$ cat config.mk
export PLATFORM = sky130hd
export DESIGN_NAME = boot_loader
export DESIGN_NICKNAME = d
export VERILOG_FILES = /design/src/rtl/boot_loader_pkg.sv /design/src/rtl/boot_word_asm.sv /design/src/rtl/boot_loader.sv
export SDC_FILE = /design/constraint.sdc
export NUM_CORES = 1
export LEC_CHECK = 0
export CELL_PAD_IN_SITES_DETAIL_PLACEMENT = 0
export CELL_PAD_IN_SITES_GLOBAL_PLACEMENT = 1
export CORE_AREA = 2 2 133 135
export DETAILED_ROUTE_END_ITERATION = 10
export DIE_AREA = 0 0 135 137
export GPL_TIMING_DRIVEN = 0
export PLACE_DENSITY_LB_ADDON = 0.1
export SLEW_MARGIN = 30
export SYNTH_ARGS = -nofsm -noshare
export SYNTH_HDL_FRONTEND = slang
export SYNTH_HIERARCHICAL = 1
export SYNTH_SLANG_ARGS = --single-unit
$ cat constraint.sdc
create_clock -name clk -period 4.9 [get_ports clk]
set_input_delay 1.225 -clock clk [delete_from_list [all_inputs] [get_ports clk]]
set_output_delay 1.225 -clock clk [all_outputs]
set_load 0.1 [all_outputs]
$ cat src/rtl/boot_loader_pkg.sv
// Shared types and constants for the D-MEM boot loader.
// Frame: header, 16-bit LE word count, count*4 LE data bytes, 8-bit additive checksum.
package boot_loader_pkg;

    localparam logic [7:0] BOOT_HEADER = 8'hA5;

    typedef enum logic [2:0] {
        SYNC  = 3'd0,
        LEN0  = 3'd1,
        LEN1  = 3'd2,
        DATA  = 3'd3,
        CHECK = 3'd4,
        DONE  = 3'd5,
        ERR   = 3'd6
    } boot_state_t;

    typedef enum logic [1:0] {
        ERR_NONE    = 2'd0,
        ERR_CSUM    = 2'd1,
        ERR_LEN     = 2'd2,
        ERR_TIMEOUT = 2'd3
    } boot_err_t;

    // The checksum covers the count bytes and the data bytes, modulo 256.
    function automatic logic [7:0] csum_add(input logic [7:0] acc, input logic [7:0] b);
        return acc + b;
    endfunction

endpackage

$ cat src/rtl/boot_word_asm.sv
// Assembles little-endian bytes into words; the finished word is copied to a holding
// register so a new byte0 can arrive in the same cycle the word is presented.
module boot_word_asm
    import boot_loader_pkg::*;
#(
    parameter int BITS = 32
) (
    input  logic            clk,
    input  logic            rst_n,
    input  logic            clear,
    input  logic            byte_valid,
    input  logic [7:0]      byte_data,
    output logic [1:0]      byte_idx,
    output logic [BITS-1:0] word,
    output logic            word_ready
);

    logic [BITS-1:0] asm_q;
    logic [BITS-1:0] asm_next;

    always_comb begin
        asm_next = asm_q;
        asm_next[byte_idx*8 +: 8] = byte_data;
    end

    always_ff @(posedge clk or negedge rst_n) begin
        if (!rst_n) begin
            byte_idx   <= 2'd0;
            asm_q      <= '0;
            word       <= '0;
            word_ready <= 1'b0;
        end else if (clear) begin
            byte_idx   <= 2'd0;
            asm_q      <= '0;
            word       <= '0;
            word_ready <= 1'b0;
        end else begin
            word_ready <= 1'b0;
            if (byte_valid) begin
                byte_idx <= byte_idx + 2'd1;
                asm_q    <= asm_next;
                if (byte_idx == 2'd3) begin
                    word       <= asm_next;
                    word_ready <= 1'b1;
                end
            end
        end
    end

endmodule

$ cat src/rtl/boot_loader.sv
// Boot-write side of D-MEM: parses the UART byte stream and writes the image,
// holding bootloading high until a checksum-valid image has been written.
module boot_loader
    import boot_loader_pkg::*;
#(
    parameter int BITS           = 32,
    parameter int ADDRW          = 15,
    parameter int BASE_ADDR      = 0,
    parameter int TIMEOUT_CYCLES = 50_000_000
) (
    input  logic             clk,
    input  logic             rst_n,
    input  logic [7:0]       rx_data,
    input  logic             rx_valid,
    input  logic             boot_req,
    output logic [BITS-1:0]  wdata_data,
    output logic [ADDRW-1:0] wdata_addr,
    output logic             we_boot,
    output logic             bootloading,
    output logic             boot_done,
    output logic [1:0]       boot_err,
    output logic [15:0]      words_loaded,
    output boot_state_t      state_dbg
);

    localparam int              TW        = $clog2(TIMEOUT_CYCLES) + 1;
    localparam logic [TW-1:0]   TMO_LAST  = TW'(TIMEOUT_CYCLES - 1);
    localparam logic [16:0]     MAX_WORDS = 17'((2 ** (ADDRW - 2)) - BASE_ADDR / 4);
    localparam logic [ADDRW-1:0] BASE     = ADDRW'(BASE_ADDR);

    boot_state_t      state_q;
    boot_err_t        err_q;
    logic [ADDRW-1:0] addr_q;
    logic [15:0]      words_q;
    logic [15:0]      count_q;
    logic [7:0]       count_lo_q;
    logic [7:0]       csum_q;
    logic [TW-1:0]    tmo_q;

    logic        restart;
    logic        header_hit;
    logic        in_frame;
    logic        tmo_hit;
    logic [16:0] count_in;
    logic [1:0]  byte_idx;
    logic        word_ready;

    // rx_valid is a single-cycle strobe with no back-pressure: a byte is consumed in
    // exactly the cycle its strobe is high, so the parser must accept one every cycle.
    assign restart    = boot_req && (state_q == DONE || state_q == ERR);
    assign header_hit = (state_q == SYNC) && rx_valid && (rx_data == BOOT_HEADER);
    assign in_frame   = (state_q == LEN0) || (state_q == LEN1) ||
                        (state_q == DATA) || (state_q == CHECK);
    assign tmo_hit    = (tmo_q == TMO_LAST);
    assign count_in   = {1'b0, rx_data, count_lo_q};

    boot_word_asm #(.BITS(BITS)) u_asm (
        .clk       (clk),
        .rst_n     (rst_n),
        .clear     (restart || header_hit),
        .byte_valid(rx_valid && (state_q == DATA)),
        .byte_data (rx_data),
        .byte_idx  (byte_idx),
        .word      (wdata_data),
        .word_ready(word_ready)
    );

    always_ff @(posedge clk or negedge rst_n) begin
        if (!rst_n) begin
            state_q    <= SYNC;
            err_q      <= ERR_NONE;
            addr_q     <= BASE;
            words_q    <= 16'd0;
            count_q    <= 16'd0;
            count_lo_q <= 8'd0;
            csum_q     <= 8'd0;
            tmo_q      <= '0;
        end else if (restart) begin
            state_q    <= SYNC;
            err_q      <= ERR_NONE;
            addr_q     <= BASE;
            words_q    <= 16'd0;
            count_q    <= 16'd0;
            count_lo_q <= 8'd0;
            csum_q     <= 8'd0;
            tmo_q      <= '0;
        end else begin
            if (word_ready) begin
                addr_q  <= addr_q + ADDRW'(4);
                words_q <= words_q + 16'd1;
            end
            if (in_frame && !rx_valid) tmo_q <= tmo_q + 1'b1;
            else                       tmo_q <= '0;

            case (state_q)
                SYNC: begin
                    if (header_hit) begin
                        state_q <= LEN0;
                        csum_q  <= 8'd0;
                    end
                end
                LEN0: begin
                    if (rx_valid) begin
                        count_lo_q <= rx_data;
                        csum_q     <= csum_add(csum_q, rx_data);
                        state_q    <= LEN1;
                    end else if (tmo_hit) begin
                        state_q <= ERR;
                        err_q   <= ERR_TIMEOUT;
                    end
                end
                LEN1: begin
                    if (rx_valid) begin
                        count_q <= count_in[15:0];
                        csum_q  <= csum_add(csum_q, rx_data);
                        if (count_in == 17'd0) begin
                            state_q <= CHECK;
                        end else if (count_in > MAX_WORDS) begin
                            state_q <= ERR;
                            err_q   <= ERR_LEN;
                        end else begin
                            state_q <= DATA;
                        end
                    end else if (tmo_hit) begin
                        state_q <= ERR;
                        err_q   <= ERR_TIMEOUT;
                    end
                end
                DATA: begin
                    // Leave DATA on the last byte itself so a checksum byte arriving
                    // during the final write strobe is not taken as data.
                    if (rx_valid) begin
                        csum_q <= csum_add(csum_q, rx_data);
                        if (byte_idx == 2'd3 && (words_q + 16'd1) == count_q)
                            state_q <= CHECK;
                    end else if (tmo_hit) begin
                        state_q <= ERR;
                        err_q   <= ERR_TIMEOUT;
                    end
                end
                CHECK: begin
                    if (rx_valid) begin
                        if (rx_data == csum_q) begin
                            state_q <= DONE;
                        end else begin
                            state_q <= ERR;
                            err_q   <= ERR_CSUM;
                        end
                    end else if (tmo_hit) begin
                        state_q <= ERR;
                        err_q   <= ERR_TIMEOUT;
                    end
                end
                default: ;
            endcase
        end
    end

    assign we_boot      = word_ready;
    assign wdata_addr   = addr_q;
    assign words_loaded = words_q;
    assign boot_err     = err_q;
    assign bootloading  = (state_q != DONE);
    assign boot_done    = (state_q == DONE);
    assign state_dbg    = state_q;

endmodule

# == Word level (Yosys, flattened, before mapping) ==
# Index checks and enable logic that the tools add are counted.
# word_totals
register_bits,162
latch_bits,0
mem_bits_rw,0
mem_bits_ro,0
inputBits,12
output_inout_bits,71
word_cells,119
n_memories,0
# op_classes
addsub,6
mul,0
n_div,0
order_cmp,1
n_eq_ne,19
shifts,2
n_mux,48
n_bitwise,0
n_reduce_logical,31
# op_table
operator,n
$mux W32,5
$mux W16,5
$mux W27,2
$mux W8,6
$neg A5 Y34,1
$shift A8 B34 Y32 const A,1
$shiftx A8 B34 Y32,1
$bwmux W32,1
$mux W15,2
$mux W3,10
$add A27 B1 Y27 const B,1
$eq A27 B26 Y1 const B,1
$mux W2,11
$logic_not A17 Y1,1
$add A16 B1 Y16 const B,1
$eq A16 B16 Y1,1
$gt A16 B14 Y1 const B,1
$pmux W8 S2,1
$add A15 B3 Y15 const B,1
$pmux W3 S5,1
$reduce_bool A2 Y1,6
$eq A3 B3 Y1 const B,3
$add A8 B8 Y8,1
$eq A8 B8 Y1,1
24 further kinds,42

# == Depth between registers and ports, before layout ==
# Gate-level depths: netlist (run 1).
# depth
ltp_word,7
depth_mapped,9

# == Modules after synthesis ==
# Netlist (run 1), hierarchy kept.
# by_module_without_submodules
module,n_inst,cells_per_inst,area_each_um2
boot_loader,1,566,5109.9
boot_word_asm,1,279,2761.4

# == Worst setup path after synthesis (run 1) ==
# No wires, ideal clock.
# synth_path
kind,register -> output
from,register state_q[0] (netlist: state_dbg[0])
to,output port boot_done
arrival_ns,2.789
path_slack_ns,0.886
path_stages_with_launch,5
path_cell_list,dfrtp_1 inv_1 nor2_1 nand2_1 inv_1
# synth_via
elab_chain_len,1
# synth_rtl
item,line_no,source
from (decl),boot_loader.sv:31,boot_state_t state_q;
from (signal assigned),boot_loader.sv:70,state_q <= SYNC;
from (signal assigned),boot_loader.sv:79,state_q <= SYNC;
from (signal assigned),boot_loader.sv:98,state_q <= LEN0;
$eq A3 B3 Y1,boot_loader.sv:164,assign boot_done = (state_q == DONE);
to (decl),boot_loader.sv:20,"output logic boot_done,"
# Every way passes these cells.

# == Final worst setup path (run 1) ==
# layout_path
from,input port rx_data[3]
to,register u_asm.asm_q[10]
# layout_via
elab_chain_len,4
elab_cells_between_ends,8
classes_between,eq/ne: 1; shift: 1; mux: 3; reduce/logical: 3
# layout_rtl
item,line_no,source
from (decl),boot_loader.sv:13,"input logic [7:0] rx_data,"
$shiftx A8 B34 Y32 or $eq A8 B8 Y1 (tied branches),"boot_word_asm.sv:23, boot_loader.sv:51",
$bwmux W32 or $logic_and A1 B1 Y1 (tied branches),"boot_word_asm.sv:23, boot_loader.sv:51",
$mux W32 or $logic_or A1 B1 Y1 (tied branches),"boot_word_asm.sv:39, boot_loader.sv:60",
$mux W32 or $reduce_bool A2 Y1 (tied branches),n/a,
to (signal assigned),boot_word_asm.sv:41,asm_q <= asm_next;
to (decl),boot_word_asm.sv:18,logic [BITS-1:0] asm_q;
# Parallel ways exist; a longest one is shown, timed or not. The select of a mux whose other input is x is not followed.
# A chain may end at the register's enable or synchronous reset.

==> results by group, run 1 <==
STA
  • Max Transition Viols Final: 0
  • Final min period: 3.99 ns
  • Max frequency: approximately 0.25 GHz
  • Final setup violation count: 0
  • RSZ-0062 raised after global routing: no
  • Tcrit/Tclk final: 0.814
  • Measured slew at the worst slew-check pin: ~1 ns
  • Skew final: 0.00515 ns
  • Slew headroom: 0.328
  • Final hold vios: 0

Floorplanning
  • Initial core utilization: 0.461
  • Std-Cell Rows: 48
  • Chip height: around 140 um
  • Die width: around 140 um
  • Die area: around 18000 sq um
  • Core Box Area: between 15000 and 20000 sq um
  • Ports: 83

Setup path
  • Worst EP arrival: 4.26 ns
  • Worst setup endpoint: u_asm/asm_q[10]
  • Crit path capture type: register
  • CP max stage delay: roughly 0.77 ns
  • CP bufs+invs: 5
  • Crit path launch type: input pin
  • R2R setup slack: around 2.2 ns
  • Family with the most delay on the worst path: buffers and inverters
  • CP most frequent cell: clkbuf_1
  • CP Launch Point: rx_data[3]
  • Critical path class: input pin to register
  • Max FO, Critical Path: 11
  • Cell breakdown of the critical path: clkdlybuf4s50_1 -> nor4_1 -> a41oi_1 -> inv_1 -> clkbuf_1 -> clkbuf_1 -> clkbuf_1 -> nor2_1
  • R2R depth: 7
  • WP depth: 8
  • R2r startpoint: state_dbg[1]
  • Worst flop-to-flop path endpoint: u_asm/asm_q[10]
  • CP max-delay cell: clkdlybuf4s50_1
  • Worst EP required: 5.18 ns

GRT
  • Met2 Usage GRT: 0.353
  • Met1 usage: 0.311
  • Largest net degree at the start of global routing: 89
  • Initial antenna violation count: 0
  • Vias in the first global route: ~6400
  • Gr busiest metal: met2
  • First-pass GRT wire length: 32800 um
  • Met3 usage: 0.0389
  • GRT Util Overall: 0.224
  • Grt total ovfl: 0

Clock network
  • Clk sinks: roughly 150
  • # hold bufs at CTS: 0
  • Clock Pin Slew Worst Setup and Hold Paths: 0.06 ns
  • TritonCTS Buffers: 17
  • CTS resizes: 0
  • H-tree depth: 4
  • Post-CTS Setup Inserts: 0
  • Worst skew pair latency: around 0.41 ns
  • CTS max path bufs: 2
  • Root Buffer: clkbuf_16
  • CTS tree: built

Placement
  • Placed Instances: 1152
  • Buffers on Ports: 80
  • Routability congestion estimate: between 0.9 and 1
  • Post-DP HPWL: around 14000 um

Drt
  • Vias per cell: ~5.7
  • Iteration-0 DRC count of the detailed router: ~400
  • Drt wl/cell: about 17 um
  • Via Count: 6683
  • DR DRC count: 0
  • Final antenna-violating net count: 0
  • WL final: about 20000 um
  • Pre-Repair DR Iteration Count: 5

Job
  • Number of max-cap violations: 0

Logic synthesis
  • Main synth FF type: dfrtp_1
  • Ys async rst share: 1.00
  • Post-Syn Area per Cell: approximately 9.3 sq um
  • Ys Warns: 6
  • Netlist cell types: 60
  • Post-Syn Area: approximately 7900 sq um
  • Number of synthesized flops with an enable pin: 0
  • Sequential cell area fraction in the yosys report: 0.483
  • Yosys reg bits: 152
  • Cells after synthesis: 845

Final layout
  • NumNets Final: approximately 1000
  • # diodes: 0
  • Share of layout cells above drive strength 1: 0.0669
  • Area growth syn-to-layout: 21.5%
  • Post-layout util: 0.561
  • Leading cell types in the layout, fill and taps excluded: dfrtp_1 (152), nand2_1 (112), nor2_1 (102)
  • Finished Layout Cells: 1181
  • Fill cells: approximately 1600
  • Leading cell type in the layout, fill and taps excluded: dfrtp_1

Status
  • Status: complete, no violations

Hold path
  • Worst hold stages: 1
  • Hold Path Class: register to register

Pwr
  • Maximum vdd ir drop: around 0.30 mV
  • Design Power: 0.00523 W
  • Pwr per Cell Area: 547 nW/um^2
  • Leak: roughly 4.1 nW
## cell usage after synthesis (2+ instances only)
| cell type | number | area share |
|---|---|---|
| a21oi_1 | 65 | 0.041 |
| o21ai_0 | 15 | 0.0095 |
| ha_1 | 15 | 0.024 |
| xor2_1 | 43 | 0.048 |
| buf_1 | 7 | 0.0033 |
| o211ai_1 | 3 | 0.0029 |
| buf_6 | 3 | 0.0043 |
| a41oi_1 | 2 | 0.0022 |
| nand4_1 | 25 | 0.020 |
| a21o_1 | 6 | 0.0057 |
| nand4b_1 | 5 | 0.0056 |
| and3_1 | 13 | 0.010 |
| nand2_1 | 112 | 0.053 |
| xnor2_1 | 33 | 0.037 |
| clkbuf_2 | 2 | 0.0013 |
| clkbuf_1 | 23 | 0.011 |
| and2_1 | 3 | 0.0024 |
| nor2b_1 | 10 | 0.0079 |
| dfrtp_1 | 152 | 0.48 |
| o31ai_1 | 4 | 0.0038 |
| or3_1 | 8 | 0.0064 |
| nor2_1 | 102 | 0.049 |
| buf_2 | 12 | 0.0076 |
| a32oi_1 | 6 | 0.0067 |
| and4_1 | 6 | 0.0067 |
| a22o_1 | 12 | 0.013 |
| nand3_1 | 35 | 0.022 |
| a221oi_1 | 14 | 0.016 |
| mux2i_1 | 4 | 0.0051 |
| nor3_1 | 34 | 0.022 |
| nor3b_1 | 2 | 0.0019 |
| inv_1 | 17 | 0.0081 |
| a31oi_1 | 3 | 0.0024 |
| nor4_1 | 8 | 0.0064 |
| a21boi_0 | 2 | 0.0019 |
| a311oi_1 | 9 | 0.010 |
| buf_4 | 3 | 0.0029 |
| a211oi_1 | 5 | 0.0048 |
## power by group
part / switching (W) / internal (W)
Combinational: 0.00161 / 0.000673
Clock: 0.000488 / 0.000767
Sequential: 0.000197 / 0.00150
## layer usage
layer	vias to the layer above	share of wire
met5	-	0
met4	0	0.017
met3	32	0.047
met2	227	0.47
met1	3255	0.47
li1	3169	-
## metrics by stage
stage               worst slack, ns  instance area (sq um)  hold WS, ns  setup TNS [ns]
CTS                           0.923                   9560        0.513               0
floorplan                     0.886                   7880        0.475               0
detailed placement            0.499                   9000        0.484               0
finish                        0.911                   9560        0.512               0
global route                  0.696                   9560        0.534               0
global placement              -3.48                   8960        0.493         -526.97
## logic make-up (layout without fill, tap and decap cells)
group / count (synthesis) / in the layout / synth area share
fa+ha+maj: 16 / 16 / 0.0264
mux: 4 / 4 / 0.00509
flops: 152 / 152 / 0.483
xor+xnor: 76 / 76 / 0.0846
simple gates: 376 / 376 / 0.233
buf+inv: 68 / 178 / 0.0402
other cells: 1 / 2 / 0.000476
compound gates: 152 / 152 / 0.127
## final cells by class
| cell class | instances | area (sq um) | share of cell area |
|---|---|---|---|
| Sequential cell | 152 | 3800 | 0.398 |
| Multi-Input combinational cell | 626 | 3770 | 0.394 |
| Timing Repair Buffer | 81 | 833 | 0.0871 |
| Clock buffer | 21 | 460 | 0.0482 |
| Tap cell | 225 | 282 | 0.0294 |
| Buffer | 51 | 253 | 0.0264 |
| Clock inverter | 8 | 100 | 0.0105 |
| Inverter | 17 | 63.8 | 0.00667 |
## registers in the layout (all words and copies together), names as in the netlist
register / cells
state_dbg: 3
count_q: 16
csum_q: 8
tmo_q: 27
words_loaded: 16
u_asm/word_ready: 1
u_asm/asm_q: 24
wdata_addr: 13
boot_err: 2
u_asm/byte_idx: 2
count_lo_q: 8
u_asm/word: 32
## how the worst min path moves through the flow
stage | slack [ns] | endpoint | startpoint
2_1_floorplan | 0.48 | tmo_q[0] | tmo_q[0]
3_3_place_gp | 0.49 | csum_q[0] | csum_q[0]
3_5_place_dp | 0.48 | u_asm/word[25] | u_asm/word[25]
4_1_cts | 0.51 | u_asm/word[25] | u_asm/word[25]
5_1_grt | 0.53 | u_asm/word[30] | u_asm/word[30]
6_report | 0.51 | u_asm/word[25] | u_asm/word[25]
Note: power is estimated with default switching activity, not from simulation.
==> run 2, diff against run 1 <==
--- a/config.mk
+++ b/config.mk
@@ -7,9 +7,9 @@
 export LEC_CHECK = 0
 export CELL_PAD_IN_SITES_DETAIL_PLACEMENT = 0
 export CELL_PAD_IN_SITES_GLOBAL_PLACEMENT = 1
-export CORE_AREA = 2 2 133 135
+export CORE_AREA = 2 2 144 146
 export DETAILED_ROUTE_END_ITERATION = 10
-export DIE_AREA = 0 0 135 137
+export DIE_AREA = 0 0 146 148
 export GPL_TIMING_DRIVEN = 0
 export PLACE_DENSITY_LB_ADDON = 0.1
 export SLEW_MARGIN = 30
==> constraint.sdc (replaced) <==
create_clock -name clk -period 3.3 [get_ports clk]
set_input_delay 0.825 -clock clk [delete_from_list [all_inputs] [get_ports clk]]
set_output_delay 0.825 -clock clk [all_outputs]
set_load 0.1 [all_outputs]
==> results by group, run 2 (synthesized netlist as in run 1, its figures left out) <==
Clock network
  • CTS max path bufs: 2 (unchanged)
  • Post-CTS Setup Inserts: 0 (unchanged)
  • Clock Pin Slew Worst Setup and Hold Paths: 0.06 ns (about the same)
  • Clk sinks: 152 (unchanged)
  • H-tree depth: 4 (unchanged)
  • Worst skew pair latency: 0.42 ns (about the same)
  • # hold bufs at CTS: 0 (unchanged)
  • Root Buffer: clkbuf_16
  • TritonCTS Buffers: 17 (unchanged)
  • CTS tree: built

Setup path
  • Crit path launch type: register
  • Worst EP arrival: 2.36 ns (-1.90 ns)
  • Cell breakdown of the critical path: buf_6 -> nor2_1 -> nand2_2 -> clkdlybuf4s50_1
  • CP max-delay cell: clkdlybuf4s50_1
  • Worst EP required: 2.47 ns (-2.71 ns)
  • Crit path capture type: primary output
  • R2r startpoint: words_loaded[0]
  • Critical path class: register to primary output
  • Worst flop-to-flop path endpoint: state_dbg[0]
  • CP max stage delay: 1.14 ns (+0.37 ns)
  • Max FO, Critical Path: 10 (-1)
  • R2R setup slack: 0.76 ns (-1.41 ns)
  • R2R depth: 8 (+1)

GRT
  • Largest net degree at the start of global routing: 58 (-35%)
  • Initial antenna violation count: 0 (unchanged)
  • GRT Util Overall: 0.201 (-0.0225)
  • Vias in the first global route: 6611 (+2.5%)
  • First-pass GRT wire length: 34900 um (+6.5%)
  • Grt total ovfl: 0 (unchanged)

Final layout
  • Largest Register: u_asm/word
  • NumNets Final: 974 (unchanged)
  • Max FFs per register: 32 (unchanged)
  • # diodes: 0 (unchanged)
  • Area growth syn-to-layout: 22.6%
  • Fill cells: 1941 (+25%)
  • Finished Layout Cells: 1229 (+4.1%)
  • Share of layout cells above drive strength 1: 0.0792 (+0.0123)
  • Leading cell types in the layout, fill and taps excluded: dfrtp_1 (152), nand2_1 (111), nor2_1 (102)
  • Leading cell type in the layout, fill and taps excluded: dfrtp_1
  • Largest regs: u_asm/word: 32 flops, tmo_q: 27 flops, u_asm/asm_q: 24 flops

Drt
  • Met3 wire len: 844 um (-9.4%)
  • Pre-Repair DR Iteration Count: 5 (unchanged)
  • Drt wl/cell: 17.1 um (+1.3%)
  • WL final: 21100 um (+5.4%)
  • Wl on met1: 9900 um (+6.3%)
  • Vias per cell: 5.39 (-4.8%)
  • Via Count: 6623 (-0.90%)
  • Iteration-0 DRC count of the detailed router: 408 (+2.8%)
  • Final antenna-violating net count: 0 (unchanged)
  • Max layer used: met4
  • Met2 Wirelength: 10100 um (+7.8%)
  • DR DRC count: 0 (unchanged)

Placement
  • Buffers on Ports: 80 (unchanged)
  • Post-DP HPWL: 14900 um (+6.3%)
  • Routability congestion estimate: 0.830 (-8.3%)
  • Placed Instances: 1198 (+4.0%)

Floorplanning
  • Core Box Area: 20000 sq um (+17%)
  • Ports: 83 (unchanged)
  • Die area: 21600 sq um (+17%)
  • Initial core utilization: 0.393 (-0.0687)
  • Chip height: 148 um (+8.0%)
  • Die width: 146 um (+8.1%)
  • Std-Cell Rows: 52 (+8.3%)

STA
  • Measured slew at the worst slew-check pin: 0.999 ns (-0.00528 ns)
  • Final setup violation count: 0 (unchanged)
  • Max frequency: between 0.3 and 0.4 GHz
  • RSZ-0062 raised after global routing: no
  • Tcrit/Tclk final: 0.964
  • Final min period: 3.18 ns
  • Final hold vios: 0 (unchanged)
  • Slew headroom: 0.332 (+0.00353)
  • Max Transition Viols Final: 0 (unchanged)
  • Skew final: 0.00788 ns (+0.00273 ns)

Pwr
  • Pwr per Cell Area: 809 nW/um^2 (+48%)
  • Leak: 4.16 nW (+0.55%)
  • Design Power: 0.00781 W (+49%)
  • Maximum vdd ir drop: 0.393 mV (+30%)

Job
  • Number of max-cap violations: 0 (unchanged)

Status
  • Status: complete, no violations

Hold path
  • Hold Path Class: input pin to async pin
## run 2: changes by cell type in the layout (fill, tap and decap cells not counted), moves of 3 or more
cell,change
clkbuf_1,-7
clkbuf_2,+5
clkinv_2,+4
dlygate4sd2_1,+3
clkinvlp_4,+4
clkdlybuf4s50_1,-3
## run 2: critical path, delay by kind of cell, from the launching register on
family | cells | cell delay [ns]
AND/OR/NAND/NOR | 2 | 0.18
flip-flops | 1 | 0.44
buffers and inverters | 2 | 1.31
## run 2: worst max path at each step
stage | startpoint | slack [ns] | depth (start not counted) | endpoint
floorplan | state_dbg[1] | 0.19 | 4 | boot_done
detailed placement | rx_data[7] | -0.74 | 9 | u_asm/asm_q[23]
finish | state_dbg[1] | 0.12 | 4 | bootloading
global route | state_dbg[0] | 0.002 | 4 | bootloading
CTS | state_dbg[1] | 0.08 | 4 | bootloading
global placement | rst_n | -4.80 | 1 | u_asm/asm_q[18]
## run 2: power breakdown
| group | switching, W | total [W] | internal, W |
|---|---|---|---|
| clock network | 0.000776 | 0.00188 | 0.00110 |
| registers | 0.000296 | 0.00252 | 0.00222 |
| logic | 0.00241 | 0.00342 | 0.00100 |
| total | 0.00348 | 0.00781 | 0.00433 |
## run 2: layout make-up
| cell class | instances | area (sq um) | area share |
|---|---|---|---|
| tap | 270 | 338 | 0.0350 |
| clock inverter | 14 | 134 | 0.0139 |
| clock buffer | 18 | 429 | 0.0445 |
| inverter | 17 | 67.6 | 0.00700 |
| buffer | 50 | 255 | 0.0264 |
| timing repair buffer | 82 | 857 | 0.0888 |
| multi-input combinational | 626 | 3770 | 0.390 |
| sequential | 152 | 3800 | 0.394 |
## run 2: layer usage
metal | GRT usage | vias up
li1 | - | 3170
met1 | 0.275 | 3261
met2 | 0.333 | 179
met3 | 0.0340 | 13
met4 | 0.0563 | 0
met5 | 0 | -
## run 2: stage by stage
stage               hold slack [ns]  setup WS [ns]  utilization  TNS [ns]  cell area [sq um]
floorplan                     0.475          0.188            -         0               7880
global placement              0.493          -4.80        0.450   -755.29               9020
detailed placement            0.496         -0.735        0.453    -28.27               9090
CTS                           0.297         0.0826        0.482         0               9650
global route                  0.308        0.00221        0.482         0               9650
finish                        0.291          0.120        0.482         0               9650
## run 2: timing repair
action	in CTS	in global routing
endpoints found under the setup margin	29	8
gates cloned	0	0
resized for setup	8	0
==> run 3, diff against run 2 <==
--- a/config.mk
+++ b/config.mk
@@ -7,9 +7,9 @@
 export LEC_CHECK = 0
 export CELL_PAD_IN_SITES_DETAIL_PLACEMENT = 0
 export CELL_PAD_IN_SITES_GLOBAL_PLACEMENT = 1
-export CORE_AREA = 2 2 144 146
+export CORE_AREA = 2 2 181 183
 export DETAILED_ROUTE_END_ITERATION = 10
-export DIE_AREA = 0 0 146 148
+export DIE_AREA = 0 0 183 185
 export GPL_TIMING_DRIVEN = 0
 export PLACE_DENSITY_LB_ADDON = 0.1
 export SLEW_MARGIN = 30
==> results by group, run 3 (synthesized netlist as in run 1, its figures left out) <==
Status
  • Status: complete, no violations

Placement
  • Routability congestion estimate: 0.729 (-12%)
  • Placed Instances: 1336 (+12%)
  • Buffers on Ports: 80 (unchanged)
  • Post-DP HPWL: 16700 um (+12%)
  • DP Area: 9260 sq um (+2.0%)

Final layout
  • Area growth syn-to-layout: 25.7%
  • Leading cell types in the layout, fill and taps excluded: dfrtp_1 (152), nand2_1 (111), nor2_1 (102)
  • Finished layout cell area: 9890 sq um (+2.5%)
  • NumNets Final: 975 (+0.10%)
  • Leading cell type in the layout, fill and taps excluded: dfrtp_1
  • # diodes: 0 (unchanged)
  • Post-layout util: 0.309 (-0.173)
  • Finished Layout Cells: 1368 (+11%)
  • Share of layout cells above drive strength 1: 0.0813 (+0.00200)
  • Max FFs per register: 32 (unchanged)
  • Largest regs: u_asm/word: 32 flops, tmo_q: 27 flops, u_asm/asm_q: 24 flops
  • Largest Register: u_asm/word

Pwr
  • Design Power: 0.00802 W (+2.7%)
  • Pwr per Cell Area: 811 nW/um^2 (+0.22%)
  • Maximum vdd ir drop: 0.386 mV (-1.7%)
  • Leak: 4.19 nW (+0.83%)

GRT
  • GRT Util Overall: 0.147 (-0.0539)
  • Largest net degree at the start of global routing: 76 (+31%)
  • Grt total ovfl: 0 (unchanged)
  • First-pass GRT wire length: 38300 um (+9.6%)
  • Initial antenna violation count: 0 (unchanged)
  • Vias in the first global route: 6491 (-1.8%)

Floorplanning
  • Chip height: 185 um (+25%)
  • Die area: 33900 sq um (+57%)
  • Core Box Area: 32000 sq um (+60%)
  • Die width: 183 um (+25%)
  • Std-Cell Rows: 66 (+27%)
  • Ports: 83 (unchanged)
  • Initial core utilization: 0.246 (-0.147)

Clock network
  • Root Buffer: clkbuf_16
  • H-tree depth: 4 (unchanged)
  • # hold bufs at CTS: 0 (unchanged)
  • TritonCTS Buffers: 17 (unchanged)
  • Clk sinks: 152 (unchanged)
  • CTS max path bufs: 2 (unchanged)
  • CTS tree: built
  • Worst skew pair latency: 0.43 ns (about the same)
  • Clock Pin Slew Worst Setup and Hold Paths: 0.07 ns (about the same)

Setup path
  • CP Launch Point: state_dbg[1]
  • Worst EP arrival: 2.37 ns (about the same)
  • Max FO, Critical Path: 10 (unchanged)
  • Cell breakdown of the critical path: buf_6 -> nor2_1 -> nand2_2 -> clkdlybuf4s50_1
  • CP max-delay cell: clkdlybuf4s50_1
  • Worst EP required: 2.47 ns (about the same)
  • CP max stage delay: 1.13 ns (about the same)
  • Crit path capture type: primary output
  • Crit path launch type: register
  • Critical path class: register to primary output
  • R2r startpoint: words_loaded[0]

STA
  • RSZ-0062 raised after global routing: no
  • Tcrit/Tclk final: 0.969 (+0.00565)
  • Max frequency: 0.313 GHz (-0.58%)
  • Final min period: 3.20 ns (+0.0186 ns)
  • Measured slew at the worst slew-check pin: 1.03 ns (+0.0262 ns)
  • Skew final: 0.0105 ns (+0.00260 ns)
  • Max Transition Viols Final: 0 (unchanged)
  • Final hold vios: 0 (unchanged)
  • Slew headroom: 0.314 (-0.0175)
  • Final setup violation count: 0 (unchanged)

Hold path
  • Hold Path Class: input pin to async pin

Drt
  • Vias per cell: 4.74 (-12%)
  • Final antenna-violating net count: 0 (unchanged)
  • DR DRC count: 0 (unchanged)
  • Iteration-0 DRC count of the detailed router: 441 (+8.1%)
  • WL final: 23700 um (+13%)
  • Drt wl/cell: 17.4 um (+1.3%)
  • Via Count: 6480 (-2.2%)
  • Pre-Repair DR Iteration Count: 5 (unchanged)

Job
  • Number of max-cap violations: 0 (unchanged)
-- run 3: power by group --
part / leakage (nW) / internal [W] / switching (W) / total (W)
clock: 0.292 / 0.00120 / 0.000852 / 0.00205
sequential: 2.09 / 0.00222 / 0.000301 / 0.00252
combinational: 1.81 / 0.00101 / 0.00244 / 0.00345
total: 4.19 / 0.00443 / 0.00359 / 0.00802
-- run 3: through the flow --
stage	TNS (ns)	setup slack, ns	hold slack (ns)
3_5_place_dp	-46.12	-1.05	0.487
3_3_place_gp	-922.33	-5.78	0.496
6_report	0	0.101	0.237
2_1_floorplan	0	0.188	0.475
4_1_cts	0	0.0347	0.223
5_1_grt	0	0.0105	0.232
-- run 3: final timing paths --
check / to / slack [ns] / cells after the start
min reg2reg: u_asm/word[29] / 0.51 / 1
max reg2reg: state_dbg[0] / 0.72 / 8
min in group clk: u_asm/word[29] / 0.51 / 1
max: bootloading / 0.10 / 4
min: words_loaded[5] / 0.24 / 1
max in group asynchronous: u_asm/word[18] / 2.07 / 3
-- run 3: cell type report --
class                   count  area [sq um]
plain buffers              51           259
clock buffers              19           433
clock inverters            13           173
fillers                  3399         22100
inverters                  17          67.6
multi-input cells         626          3790
flip-flops and latches    152          3800
well taps                 408           510
repair buffers             82           860
-- run 3: repair_timing --
| item | in CTS | in global routing |
|---|---|---|
| buffers inserted | 0 | 0 |
| pin swaps | 0 | 0 |
| endpoints found under the setup margin | 50 | 22 |
| gates resized for setup | 9 | 2 |
-- run 3: critical path: cells and delay by family, from the launching register on --
family | cells | cell delay, ns
buf+inv | 2 | 1.30
simple gates | 2 | 0.19
flops | 1 | 0.44
-- run 3: metal layers --
layer  GRT usage  vias to the layer above  share of wire
met4      0.0419                        0          0.011
met2       0.231                      138           0.45
met3      0.0256                       16          0.032
met1       0.208                     3141           0.50
met5           0                        -              0
li1            -                     3185              -
